--- src/rtl/pa_core_trap_seq_if.sv ---
// CSR write-port bundle (address, strobe, data).
// master drives a write, slave receives it.
interface pa_core_trap_seq_if #(
    parameter int CSR_W  = 12,
    parameter int DATA_W = 32
);
    logic [CSR_W-1:0]  waddr;
    logic              wvld;
    logic [DATA_W-1:0] wdata;

    modport master (output waddr, output wvld, output wdata);
    modport slave  (input  waddr, input  wvld, input  wdata);
endinterface

--- src/rtl/pa_core_trap_seq.sv ---
// Trap sequencer: owns the machine-mode CSR write port, runs trap-entry
// and mret sequences, stalls the pipeline while busy, then redirects.
// Ports: clk_i/rst_i (sync, active-high); exc_*/irq_*/mret_i requests;
//   inst_w (slave) instruction CSR write; csr_* live CSR values;
//   csr_w (master) CSR write port; stall_o; jmp_vld_o/jmp_pc_o redirect.
module pa_core_trap_seq #(
    parameter int DATA_W    = 32,
    parameter int CSR_W     = 12,
    parameter bit VECTOR_EN = 1'b0
) (
    input  logic              clk_i,
    input  logic              rst_i,
    input  logic              exc_req_i,
    input  logic [3:0]        exc_cause_i,
    input  logic [DATA_W-1:0] exc_pc_i,
    input  logic [DATA_W-1:0] exc_tval_i,
    input  logic              irq_ext_i,
    input  logic              irq_tmr_i,
    input  logic              irq_sw_i,
    input  logic [DATA_W-1:0] irq_pc_i,
    input  logic              mret_i,
    pa_core_trap_seq_if.slave  inst_w,
    input  logic [DATA_W-1:0] csr_mtvec_i,
    input  logic [DATA_W-1:0] csr_mepc_i,
    input  logic [DATA_W-1:0] csr_mstatus_i,
    input  logic [DATA_W-1:0] csr_mie_i,
    pa_core_trap_seq_if.master csr_w,
    output logic              stall_o,
    output logic              jmp_vld_o,
    output logic [DATA_W-1:0] jmp_pc_o
);

    typedef enum logic [2:0] {
        S_IDLE,
        S_W_MEPC,
        S_W_MCAUSE,
        S_W_MTVAL,
        S_W_MSTAT_T,
        S_W_MSTAT_R,
        S_JUMP
    } state_t;

    localparam logic [CSR_W-1:0] A_MSTATUS = CSR_W'(12'h300);
    localparam logic [CSR_W-1:0] A_MEPC    = CSR_W'(12'h341);
    localparam logic [CSR_W-1:0] A_MCAUSE  = CSR_W'(12'h342);
    localparam logic [CSR_W-1:0] A_MTVAL   = CSR_W'(12'h343);

    state_t            r_state;
    state_t            w_nxt;
    logic [DATA_W-1:0] r_cause;
    logic [DATA_W-1:0] r_epc;
    logic [DATA_W-1:0] r_tval;
    logic              r_irq;
    logic              r_mret;

    logic [2:0]        w_pend;
    logic              w_irq;
    logic [3:0]        w_irq_code;
    logic [3:0]        w_c4;
    logic              w_acc_trap;
    logic              w_acc_mret;
    logic [DATA_W-1:0] w_mst_t;
    logic [DATA_W-1:0] w_mst_r;
    logic [DATA_W-1:0] w_base;
    logic [DATA_W-1:0] w_tgt;

    logic              w_stall;
    logic              w_wvld;
    logic [CSR_W-1:0]  w_waddr;
    logic [DATA_W-1:0] w_wdata;
    logic              w_jvld;
    logic [DATA_W-1:0] w_jpc;
    logic              w_unused;

    assign w_unused = ^csr_mie_i;

    // pending order is {ext, sw, tmr}, which is also the priority order
    assign w_pend = {irq_ext_i & csr_mie_i[11],
                     irq_sw_i  & csr_mie_i[3],
                     irq_tmr_i & csr_mie_i[7]};
    assign w_irq  = csr_mstatus_i[3] & (|w_pend);

    always_comb begin
        w_irq_code = 4'd7;
        if (w_pend[2])      w_irq_code = 4'd11;
        else if (w_pend[1]) w_irq_code = 4'd3;
    end

    assign w_c4       = exc_req_i ? exc_cause_i : w_irq_code;
    assign w_acc_trap = (r_state == S_IDLE) & (exc_req_i | w_irq);
    assign w_acc_mret = (r_state == S_IDLE) & ~w_acc_trap & mret_i;

    always_comb begin
        w_mst_t        = csr_mstatus_i;
        w_mst_t[7]     = csr_mstatus_i[3];
        w_mst_t[3]     = 1'b0;
        w_mst_t[12:11] = 2'b11;
        w_mst_r        = csr_mstatus_i;
        w_mst_r[3]     = csr_mstatus_i[7];
        w_mst_r[7]     = 1'b1;
        w_mst_r[12:11] = 2'b11;
    end

    // vectored mode only applies to interrupts
    assign w_base = csr_mtvec_i & ~DATA_W'(3);
    assign w_tgt  = (VECTOR_EN && r_irq && (csr_mtvec_i[1:0] == 2'b01))
                  ? w_base + {{(DATA_W-6){1'b0}}, r_cause[3:0], 2'b00}
                  : w_base;

    always_ff @(posedge clk_i) begin
        if (rst_i) begin
            r_state <= S_IDLE;
            r_cause <= '0;
            r_epc   <= '0;
            r_tval  <= '0;
            r_irq   <= 1'b0;
            r_mret  <= 1'b0;
        end else begin
            r_state <= w_nxt;
            if (w_acc_trap) begin
                r_cause <= {~exc_req_i, {(DATA_W-5){1'b0}}, w_c4};
                r_epc   <= exc_req_i ? exc_pc_i : irq_pc_i;
                r_tval  <= exc_req_i ? exc_tval_i : '0;
                r_irq   <= ~exc_req_i;
                r_mret  <= 1'b0;
            end else if (w_acc_mret) begin
                r_irq   <= 1'b0;
                r_mret  <= 1'b1;
            end
        end
    end

    always_comb begin
        w_nxt   = r_state;
        w_stall = 1'b0;
        w_wvld  = 1'b0;
        w_waddr = '0;
        w_wdata = '0;
        w_jvld  = 1'b0;
        w_jpc   = '0;
        unique case (r_state)
            S_IDLE: begin
                w_waddr = inst_w.waddr;
                w_wdata = inst_w.wdata;
                w_wvld  = inst_w.wvld;
                // an accepted trap or mret flushes the instruction's write
                if (w_acc_trap) begin
                    w_nxt   = S_W_MEPC;
                    w_stall = 1'b1;
                    w_wvld  = 1'b0;
                end else if (w_acc_mret) begin
                    w_nxt   = S_W_MSTAT_R;
                    w_stall = 1'b1;
                    w_wvld  = 1'b0;
                end
            end
            S_W_MEPC: begin
                w_stall = 1'b1;
                w_wvld  = 1'b1;
                w_waddr = A_MEPC;
                w_wdata = r_epc;
                w_nxt   = S_W_MCAUSE;
            end
            S_W_MCAUSE: begin
                w_stall = 1'b1;
                w_wvld  = 1'b1;
                w_waddr = A_MCAUSE;
                w_wdata = r_cause;
                w_nxt   = S_W_MTVAL;
            end
            S_W_MTVAL: begin
                w_stall = 1'b1;
                w_wvld  = 1'b1;
                w_waddr = A_MTVAL;
                w_wdata = r_tval;
                w_nxt   = S_W_MSTAT_T;
            end
            S_W_MSTAT_T: begin
                w_stall = 1'b1;
                w_wvld  = 1'b1;
                w_waddr = A_MSTATUS;
                w_wdata = w_mst_t;
                w_nxt   = S_JUMP;
            end
            S_W_MSTAT_R: begin
                w_stall = 1'b1;
                w_wvld  = 1'b1;
                w_waddr = A_MSTATUS;
                w_wdata = w_mst_r;
                w_nxt   = S_JUMP;
            end
            S_JUMP: begin
                w_stall = 1'b1;
                w_jvld  = 1'b1;
                w_jpc   = r_mret ? csr_mepc_i : w_tgt;
                w_nxt   = S_IDLE;
            end
            default: w_nxt = S_IDLE;
        endcase
        // reset silences the block in the very cycle it is asserted
        if (rst_i) begin
            w_stall = 1'b0;
            w_wvld  = 1'b0;
            w_waddr = '0;
            w_wdata = '0;
            w_jvld  = 1'b0;
            w_jpc   = '0;
        end
    end

    assign stall_o     = w_stall;
    assign csr_w.wvld  = w_wvld;
    assign csr_w.waddr = w_waddr;
    assign csr_w.wdata = w_wdata;
    assign jmp_vld_o   = w_jvld;
    assign jmp_pc_o    = w_jpc;

endmodule

--- src/flat_wrapper.sv ---
// flat-port wrapper written by rule: the top's interface ports become plain ports
module pa_core_trap_seq_flat 
#(
    parameter int DATA_W    = 32,
    parameter int CSR_W     = 12,
    parameter bit VECTOR_EN = 1'b0
)
  (clk_i, rst_i, exc_req_i, exc_cause_i, exc_pc_i, exc_tval_i, irq_ext_i, irq_tmr_i, irq_sw_i, irq_pc_i, mret_i, csr_mtvec_i, csr_mepc_i, csr_mstatus_i, csr_mie_i, stall_o, jmp_vld_o, jmp_pc_o, inst_w_waddr, inst_w_wvld, inst_w_wdata, csr_w_waddr, csr_w_wvld, csr_w_wdata);
  pa_core_trap_seq_if #(.CSR_W(CSR_W), .DATA_W(DATA_W)) inst_w_i ();
  pa_core_trap_seq_if #(.CSR_W(CSR_W), .DATA_W(DATA_W)) csr_w_i ();
  input  logic clk_i;
  input  logic rst_i;
  input  logic exc_req_i;
  input  logic [3:0] exc_cause_i;
  input  logic [DATA_W-1:0] exc_pc_i;
  input  logic [DATA_W-1:0] exc_tval_i;
  input  logic irq_ext_i;
  input  logic irq_tmr_i;
  input  logic irq_sw_i;
  input  logic [DATA_W-1:0] irq_pc_i;
  input  logic mret_i;
  input  logic [DATA_W-1:0] csr_mtvec_i;
  input  logic [DATA_W-1:0] csr_mepc_i;
  input  logic [DATA_W-1:0] csr_mstatus_i;
  input  logic [DATA_W-1:0] csr_mie_i;
  output logic stall_o;
  output logic jmp_vld_o;
  output logic [DATA_W-1:0] jmp_pc_o;
  input wire logic [$bits(inst_w_i.waddr)-1:0] inst_w_waddr;
  input wire logic [$bits(inst_w_i.wvld)-1:0] inst_w_wvld;
  input wire logic [$bits(inst_w_i.wdata)-1:0] inst_w_wdata;
  output wire logic [$bits(csr_w_i.waddr)-1:0] csr_w_waddr;
  output wire logic [$bits(csr_w_i.wvld)-1:0] csr_w_wvld;
  output wire logic [$bits(csr_w_i.wdata)-1:0] csr_w_wdata;
  assign inst_w_i.waddr = inst_w_waddr;
  assign inst_w_i.wvld = inst_w_wvld;
  assign inst_w_i.wdata = inst_w_wdata;
  assign csr_w_waddr = csr_w_i.waddr;
  assign csr_w_wvld = csr_w_i.wvld;
  assign csr_w_wdata = csr_w_i.wdata;
  pa_core_trap_seq #(.DATA_W(DATA_W), .CSR_W(CSR_W), .VECTOR_EN(VECTOR_EN)) u_core (.clk_i(clk_i), .rst_i(rst_i), .exc_req_i(exc_req_i), .exc_cause_i(exc_cause_i), .exc_pc_i(exc_pc_i), .exc_tval_i(exc_tval_i), .irq_ext_i(irq_ext_i), .irq_tmr_i(irq_tmr_i), .irq_sw_i(irq_sw_i), .irq_pc_i(irq_pc_i), .mret_i(mret_i), .inst_w(inst_w_i), .csr_mtvec_i(csr_mtvec_i), .csr_mepc_i(csr_mepc_i), .csr_mstatus_i(csr_mstatus_i), .csr_mie_i(csr_mie_i), .csr_w(csr_w_i), .stall_o(stall_o), .jmp_vld_o(jmp_vld_o), .jmp_pc_o(jmp_pc_o));
endmodule
--- config.mk ---
export PLATFORM = sky130hd
export DESIGN_NAME = pa_core_trap_seq_flat
export DESIGN_NICKNAME = d
export VERILOG_FILES = /design/src/rtl/pa_core_trap_seq_if.sv /design/src/rtl/pa_core_trap_seq.sv /design/src/flat_wrapper.sv
export SDC_FILE = /design/constraint.sdc
export NUM_CORES = 1
export LEC_CHECK = 0
export ABC_CLOCK_PERIOD_IN_PS = 1620
export CAP_MARGIN = 20
export CORE_AREA = 2 2 139 141
export CTS_CLUSTER_DIAMETER = 100
export CTS_CLUSTER_SIZE = 8
export DETAILED_ROUTE_END_ITERATION = 10
export DIE_AREA = 0 0 141 143
export SYNTH_ARGS = -nofsm -noshare
export SYNTH_HDL_FRONTEND = slang
export SYNTH_SLANG_ARGS = --single-unit
--- constraint.sdc ---
create_clock -name clk_i -period 1.62 [get_ports clk_i]
set_input_delay 0.324 -clock clk_i [delete_from_list [all_inputs] [get_ports clk_i]]
set_output_delay 0.324 -clock clk_i [all_outputs]
set_load 0.02 [all_outputs]
==> results of run 1 <==
worst max path at each step:
stage | cells after the start | endpoint | startpoint | slack (ps)
floorplan | 5 | stall_o | u_core.r_state[2] | -170
global placement | 7 | csr_w_wvld | irq_sw_i | -1180
detailed placement | 7 | csr_w_wvld | csr_mie_i[7] | -1180
CTS | 9 | csr_w_wdata[1] | u_core.r_state[1] | -500
global route | 7 | csr_w_wdata[31] | u_core.r_state[1] | -540
finish | 9 | u_core.r_tval[31] | u_core.r_state[1] | -480
cell type report:
type / instances / area (um^2)
fillers: 1530 / 7630
repair buffers: 452 / 4870
multi-input cells: 391 / 3950
flip-flops and latches: 73 / 1470
well taps: 234 / 293
clock buffers: 12 / 256
clock inverters: 4 / 73.8
inverters: 6 / 28.8
diodes: 1 / 2.50
stage by stage:
step / std cells / TNS (ps) / hold WS [ps]
after global routing: 1172 / -62910 / 446
after floorplan: 520 / -4410 / 443
after global placement: 1103 / -99440 / 457
after detailed placement: 1103 / -103670 / 466
final: 1173 / -55410 / 426
after CTS: 1151 / -48280 / 412
registers in the layout (all words and copies together) (netlist names):
signal,flops
u_core.r_cause,5
u_core.r_epc,32
u_core.r_mret,1
u_core.r_state,3
u_core.r_tval,32
timing repair:
action,in CTS,in global routing
setup buffers,23,22
setup endpoints to repair,149,149
hold endpoints to repair,0,0
pin swaps,59,49
cloned,9,9
hold buffers,0,0
gates resized for setup,530,122
power by group through the flow:
stage               combinational [W]  sequential (W)  clock [W]
global placement              0.00362         0.00227          0
CTS                           0.00472         0.00225    0.00222
floorplan                     0.00200         0.00220          0
detailed placement            0.00369         0.00228          0
global route                  0.00560         0.00233    0.00229
finish                        0.00534         0.00231    0.00221
layout by cell type (no fill, tap or decap), types with 17 or more instances in the layout:
cell type / instances
clkdlybuf4s50_1: 238
a22o_1: 48
a21oi_4: 17
nor2_2: 17
buf_12: 30
nor2_4: 65
nor2_1: 24
a211oi_2: 33
mux2i_1: 69
dfxtp_1: 69
buf_4: 82
buf_6: 78
cells by family (layout without fill, tap and decap cells):
family / after synthesis / after routing
simple gates: 161 / 161
compound gates: 153 / 153
mux: 77 / 77
flops: 73 / 73
buf+inv: 56 / 474
other cells: 0 / 1
cells in the mapped netlist (all sizes together):
| library cell | instances |
|---|---|
| nor2b | 7 |
| a32oi | 1 |
| a221o | 1 |
| nand4 | 1 |
| mux2i | 74 |
| or3 | 2 |
| clkbuf | 30 |
| a221oi | 10 |
| mux4 | 1 |
| o21ai | 5 |
| dfxtp | 73 |
| buf | 20 |
| inv | 5 |
| and3 | 10 |
| a311oi | 2 |
| nor3 | 13 |
| a211oi | 35 |
| clkinv | 1 |
| o2bb2ai | 2 |
| nand2 | 18 |
| a22o | 48 |
| and2 | 1 |
| nor4 | 1 |
| a21o | 1 |
| mux2 | 2 |
| a22oi | 19 |
| a21oi | 24 |
| nand2b | 1 |
| o32a | 1 |
| nor2 | 106 |
| nand3b | 1 |
| o21a | 1 |
| a222oi | 3 |
routing by layer:
layer,wire [um],vias up,track usage (%),share of wire (%)
li1,-,2771,-,-
met1,9380,2814,25.4,37
met2,13300,288,43.3,53
met3,1910,28,4.69,7.6
met4,440,0,5.84,1.8
met5,0,-,0,0
worst register-to-register path, cell delays in order (launching register included):
cell and delay [ps]:
dfxtp_4 370, buf_6 140, or3_4 390, a211oi_4 250
buf_6 170, buf_12 120, nor2_4 50, buf_6 140
clkbuf_16 160, a22o_1 200
==> results.cfg, run 1 <==
[finish]
postLayoutCoreUtil_pct = 58.9
fin_area_um2 = 10900
syn2layout_area_growth_pct = 152
nets = 1213
layout-drive-gt1-share_pct = 45.7

[logic_synthesis]
yosysWarnings = 0
synthAdderAreaFrac_pct = 0
syn_area_um2 = 4340
syn_area_per_cell_um2 = 8.35
ys_types = 37
synth.yosys.seq_area_share_pct = 33.7
ys_top_cells_by_area = dfxtp_1, mux2i_1, a22o_1
synth-xor-area-share_pct = 0
yosys.area_share.simple_pct = 15.9
synth-compound-area-share_pct = 27.2
synth_nets = 800
synthCells = 520
synth_top_area_share_pct = 33.7
synth_seq_cells = 73
synth_top_family_by_area = compound AO/OA/AOI/OAI gates
synthMuxAreaShare_pct = 18.1
yosys.area.top_type = dfxtp_1

[worst_hold_path]
min_from = csr_mie_i[3]
hp-class = in2reg
whs_endpoint = u_core.r_cause[2]
min_delay_path_depth = 3

[clock_network]
clock-sinks = 73
clock_latency_ps = 330
clockBufferDepth = 2
clkSlewWorstSetupHoldPaths_ps = 60
htreeDepth = 3
cts_root_buf = clkbuf_16
cts_buffers = 9
cts_tree = built

[critical_path]
cp-end-kind = flip-flop
r2r_cells = 9
timing.rr.start = u_core.r_state[1]
crit_family = buffers and inverters
r2r-end = u_core.r_tval[31]
ff2ff_setup_slack_ps = -480
path_common_cell = buf_6
crit_chain = buf_6 -> or3_4 -> a211oi_4 -> buf_6 -> buf_12 -> nor2_4 -> buf_6 -> clkbuf_16 -> a22o_1
arrival_ps = 2320
worstSetupPathType = reg2reg
critPathMaxStageDelay_ps = 390
critPathBufInv = 5
crit_fanout = 6
cp_slowest_cell = or3_4
crit_path_start_kind = flip-flop
required_ps = 1840

[global_route]
grt_antenna_before_repair = 1
grt_pass1_vias = 6182
grt_max_degree = 28
grt_use_total_pct = 22.6
grt_overflow_total = 0
grt_pass1_wl_um = 35000

[floorplanning]
die_x_um = 141
rows = 50
fp.dieArea_um2 = 20200
initial_utilization_pct = 23.4
die_h_um = 143
core_um2 = 18600
io_pins = 359

[pwr]
p_comb_share_pct = 54.2
powerDensity_nw_per_um2 = 900
switchingPower_w = 0.00344
seqPwrFrac_pct = 23.4
p_int_w = 0.00642
p_leak_nw = 4.19
p_total_w = 0.00985
clockPowerShare_pct = 22.4
netSwitchingFraction_pct = 34.9
ir_drop_mv = 0.568

[routing]
via_per_inst = 5.03
firstDrtPassIters = 4
vias = 5901
route.antenna.remaining_nets = 0
wl_um = 25000
drc = 0
wl_per_cell_um = 21.4
drtIter0Drc = 183

[sta]
fin_ws_ps = -483
finClkSkew_ps = 10.6
finalCritPeriodShare_pct = 130
relSlewSlack_pct = 62.0
fmax_mhz = 476
setup-violations-final = 148
rsz0062_at_grt = yes
maxSlewViolCount = 0
finalHoldViolations = 0
post-route-min-period_ps = 2100
worst_slew_pin_slew_ps = 570

[place]
place_ws_ps = -1180
port_buffers = 325
gp_congestion = 0.822
placed_area_um2 = 9060
dp_hpwl_um = 17600

[status]
status = complete, but fails checks
violations = negative setup slack

[job]
drv_cap = 0
Power figures use the tool's default switching activity.
==> run 2: changes to the inputs <==
CTS_BUF_LIST = sky130_fd_sc_hd__clkbuf_16   (was default)
==> results.cfg, run 2 (synthesis results as in run 1) <==
[status]
status = complete, but fails checks
violations = negative setup slack

[finish]
top_regs = u_core.r_epc (32), u_core.r_tval (32), u_core.r_cause (5)
nets = 1214
layout-drive-gt1-share_pct = 46.6
final_cell_mix = clkdlybuf4s50_1, buf_6, nor2_4
stdcell_count = 1174
syn2layout_area_growth_pct = 155
layout_commonest_cell = clkdlybuf4s50_1

[worst_hold_path]
min_delay_path_depth = 3
hp-class = in2reg

[global_route]
grt_use_total_pct = 24.2
grt_pass1_vias = 6400
grt_overflow_total = 0
grt_pass1_wl_um = 37100
grt_max_degree = 28
grt_antenna_before_repair = 1

[routing]
firstDrtPassIters = 4
wl_um = 25700
wl_per_cell_um = 21.9
via_per_inst = 5.05
drc = 0
drtIter0Drc = 258
route.antenna.remaining_nets = 0
vias = 5928

[clock_network]
cts_buffers = 9
htreeDepth = 3
clock-sinks = 73
cts_root_buf = clkbuf_16
clock_latency_ps = 340
clkSlewWorstSetupHoldPaths_ps = 60
hold_buffers = 0
clockBufferDepth = 2
cts_tree = built

[sta]
finalHoldViolations = 0
setup-violations-final = 149
worst_slew_pin_slew_ps = 486
rsz0062_at_grt = yes
finClkSkew_ps = 6.78
relSlewSlack_pct = 67.6
fmax_mhz = 460
hold-worst-slack_ps = 407
post-route-min-period_ps = 2170
maxSlewViolCount = 0
fin_ws_ps = -553
finalCritPeriodShare_pct = 134

[critical_path]
required_ps = 1300
cp-end-kind = output pin
r2r_cells = 9
arrival_ps = 1850
crit_fanout = 6
worstSetupPathType = reg2out
crit_path_start_kind = flip-flop

[pwr]
p_leak_nw = 4.22
p_int_w = 0.00636
seqPwrFrac_pct = 23.5
clockPowerShare_pct = 21.4
switchingPower_w = 0.00353
powerDensity_nw_per_um2 = 892
ir_drop_mv = 0.576
p_comb_share_pct = 55.0
netSwitchingFraction_pct = 35.7

[floorplanning]
io_pins = 359
initial_utilization_pct = 23.4
rows = 50
die_h_um = 143
die_x_um = 141
core_um2 = 18600
fp.dieArea_um2 = 20200

[place]
placedCellCount = 1103
port_buffers = 325
dp_hpwl_um = 17600
gp_congestion = 0.822

[job]
drv_cap = 0
-- run 2: timing repair --
item                                    4_1_cts  5_1_grt
gates cloned                                 17        3
pin swaps                                    54       49
buffers inserted                             38       12
endpoints found under the setup margin      149      149
resized for setup                           590      116
-- run 2: power by group through the flow --
stage | combinational (W) | sequential, W | clock (W)
6_report | 0.00544 | 0.00233 | 0.00212
5_1_grt | 0.00571 | 0.00235 | 0.00222
4_1_cts | 0.00521 | 0.00226 | 0.00212
3_5_place_dp | 0.00369 | 0.00228 | 0
3_3_place_gp | 0.00362 | 0.00227 | 0
2_1_floorplan | 0.00200 | 0.00220 | 0
-- run 2: worst paths after layout --
| check | slack [ps] | endpoint | startpoint |
|---|---|---|---|
| max | -550 | stall_o | u_core.r_state[1] |
| min | 410 | u_core.r_cause[2] | csr_mie_i[3] |
| max reg2reg | -430 | u_core.r_tval[18] | u_core.r_state[1] |
| min reg2reg | 480 | u_core.r_tval[17] | u_core.r_tval[17] |
-- run 2: cell type report --
type / instances / area (um^2)
fillers: 1492 / 7500
inverters: 6 / 31.3
multi-input cells: 391 / 4020
repair buffers: 453 / 4950
flip-flops and latches: 73 / 1470
diodes: 1 / 2.50
clock inverters: 7 / 85.1
well taps: 234 / 293
clock buffers: 9 / 225
-- run 2: routing by layer --
layer / vias to the layer above / track usage (%) / wire, um / share of wire [%]
li1: 2777 / - / - / -
met1: 2844 / 26.9 / 9550 / 37
met2: 277 / 46.2 / 13600 / 53
met3: 30 / 5.26 / 2000 / 7.8
met4: 0 / 7.16 / 463 / 1.8
met5: - / 0 / 0 / 0
-- run 2: worst max-delay path, cell delays in order (launching register included) --
cell	delay (ps)
dfxtp_4	370
buf_6	140
or3_4	360
a211oi_4	220
buf_4	170
nor2_4	30
nor2_4	90
buf_6	130
-- run 2: per-stage QoR --
step | total power, W | setup WS (ps) | setup TNS [ps] | util [%] | instance area, um^2
6_report | 0.00989 | -553 | -53520 | 59.6 | 11100
3_3_place_gp | 0.00590 | -1180 | -99440 | 48.8 | 9060
2_1_floorplan | 0.00420 | -171 | -4410 | - | 5020
5_1_grt | 0.0103 | -598 | -61880 | 59.6 | 11100
4_1_cts | 0.00959 | -503 | -55840 | 57.8 | 10700
3_5_place_dp | 0.00596 | -1180 | -103670 | 48.8 | 9060
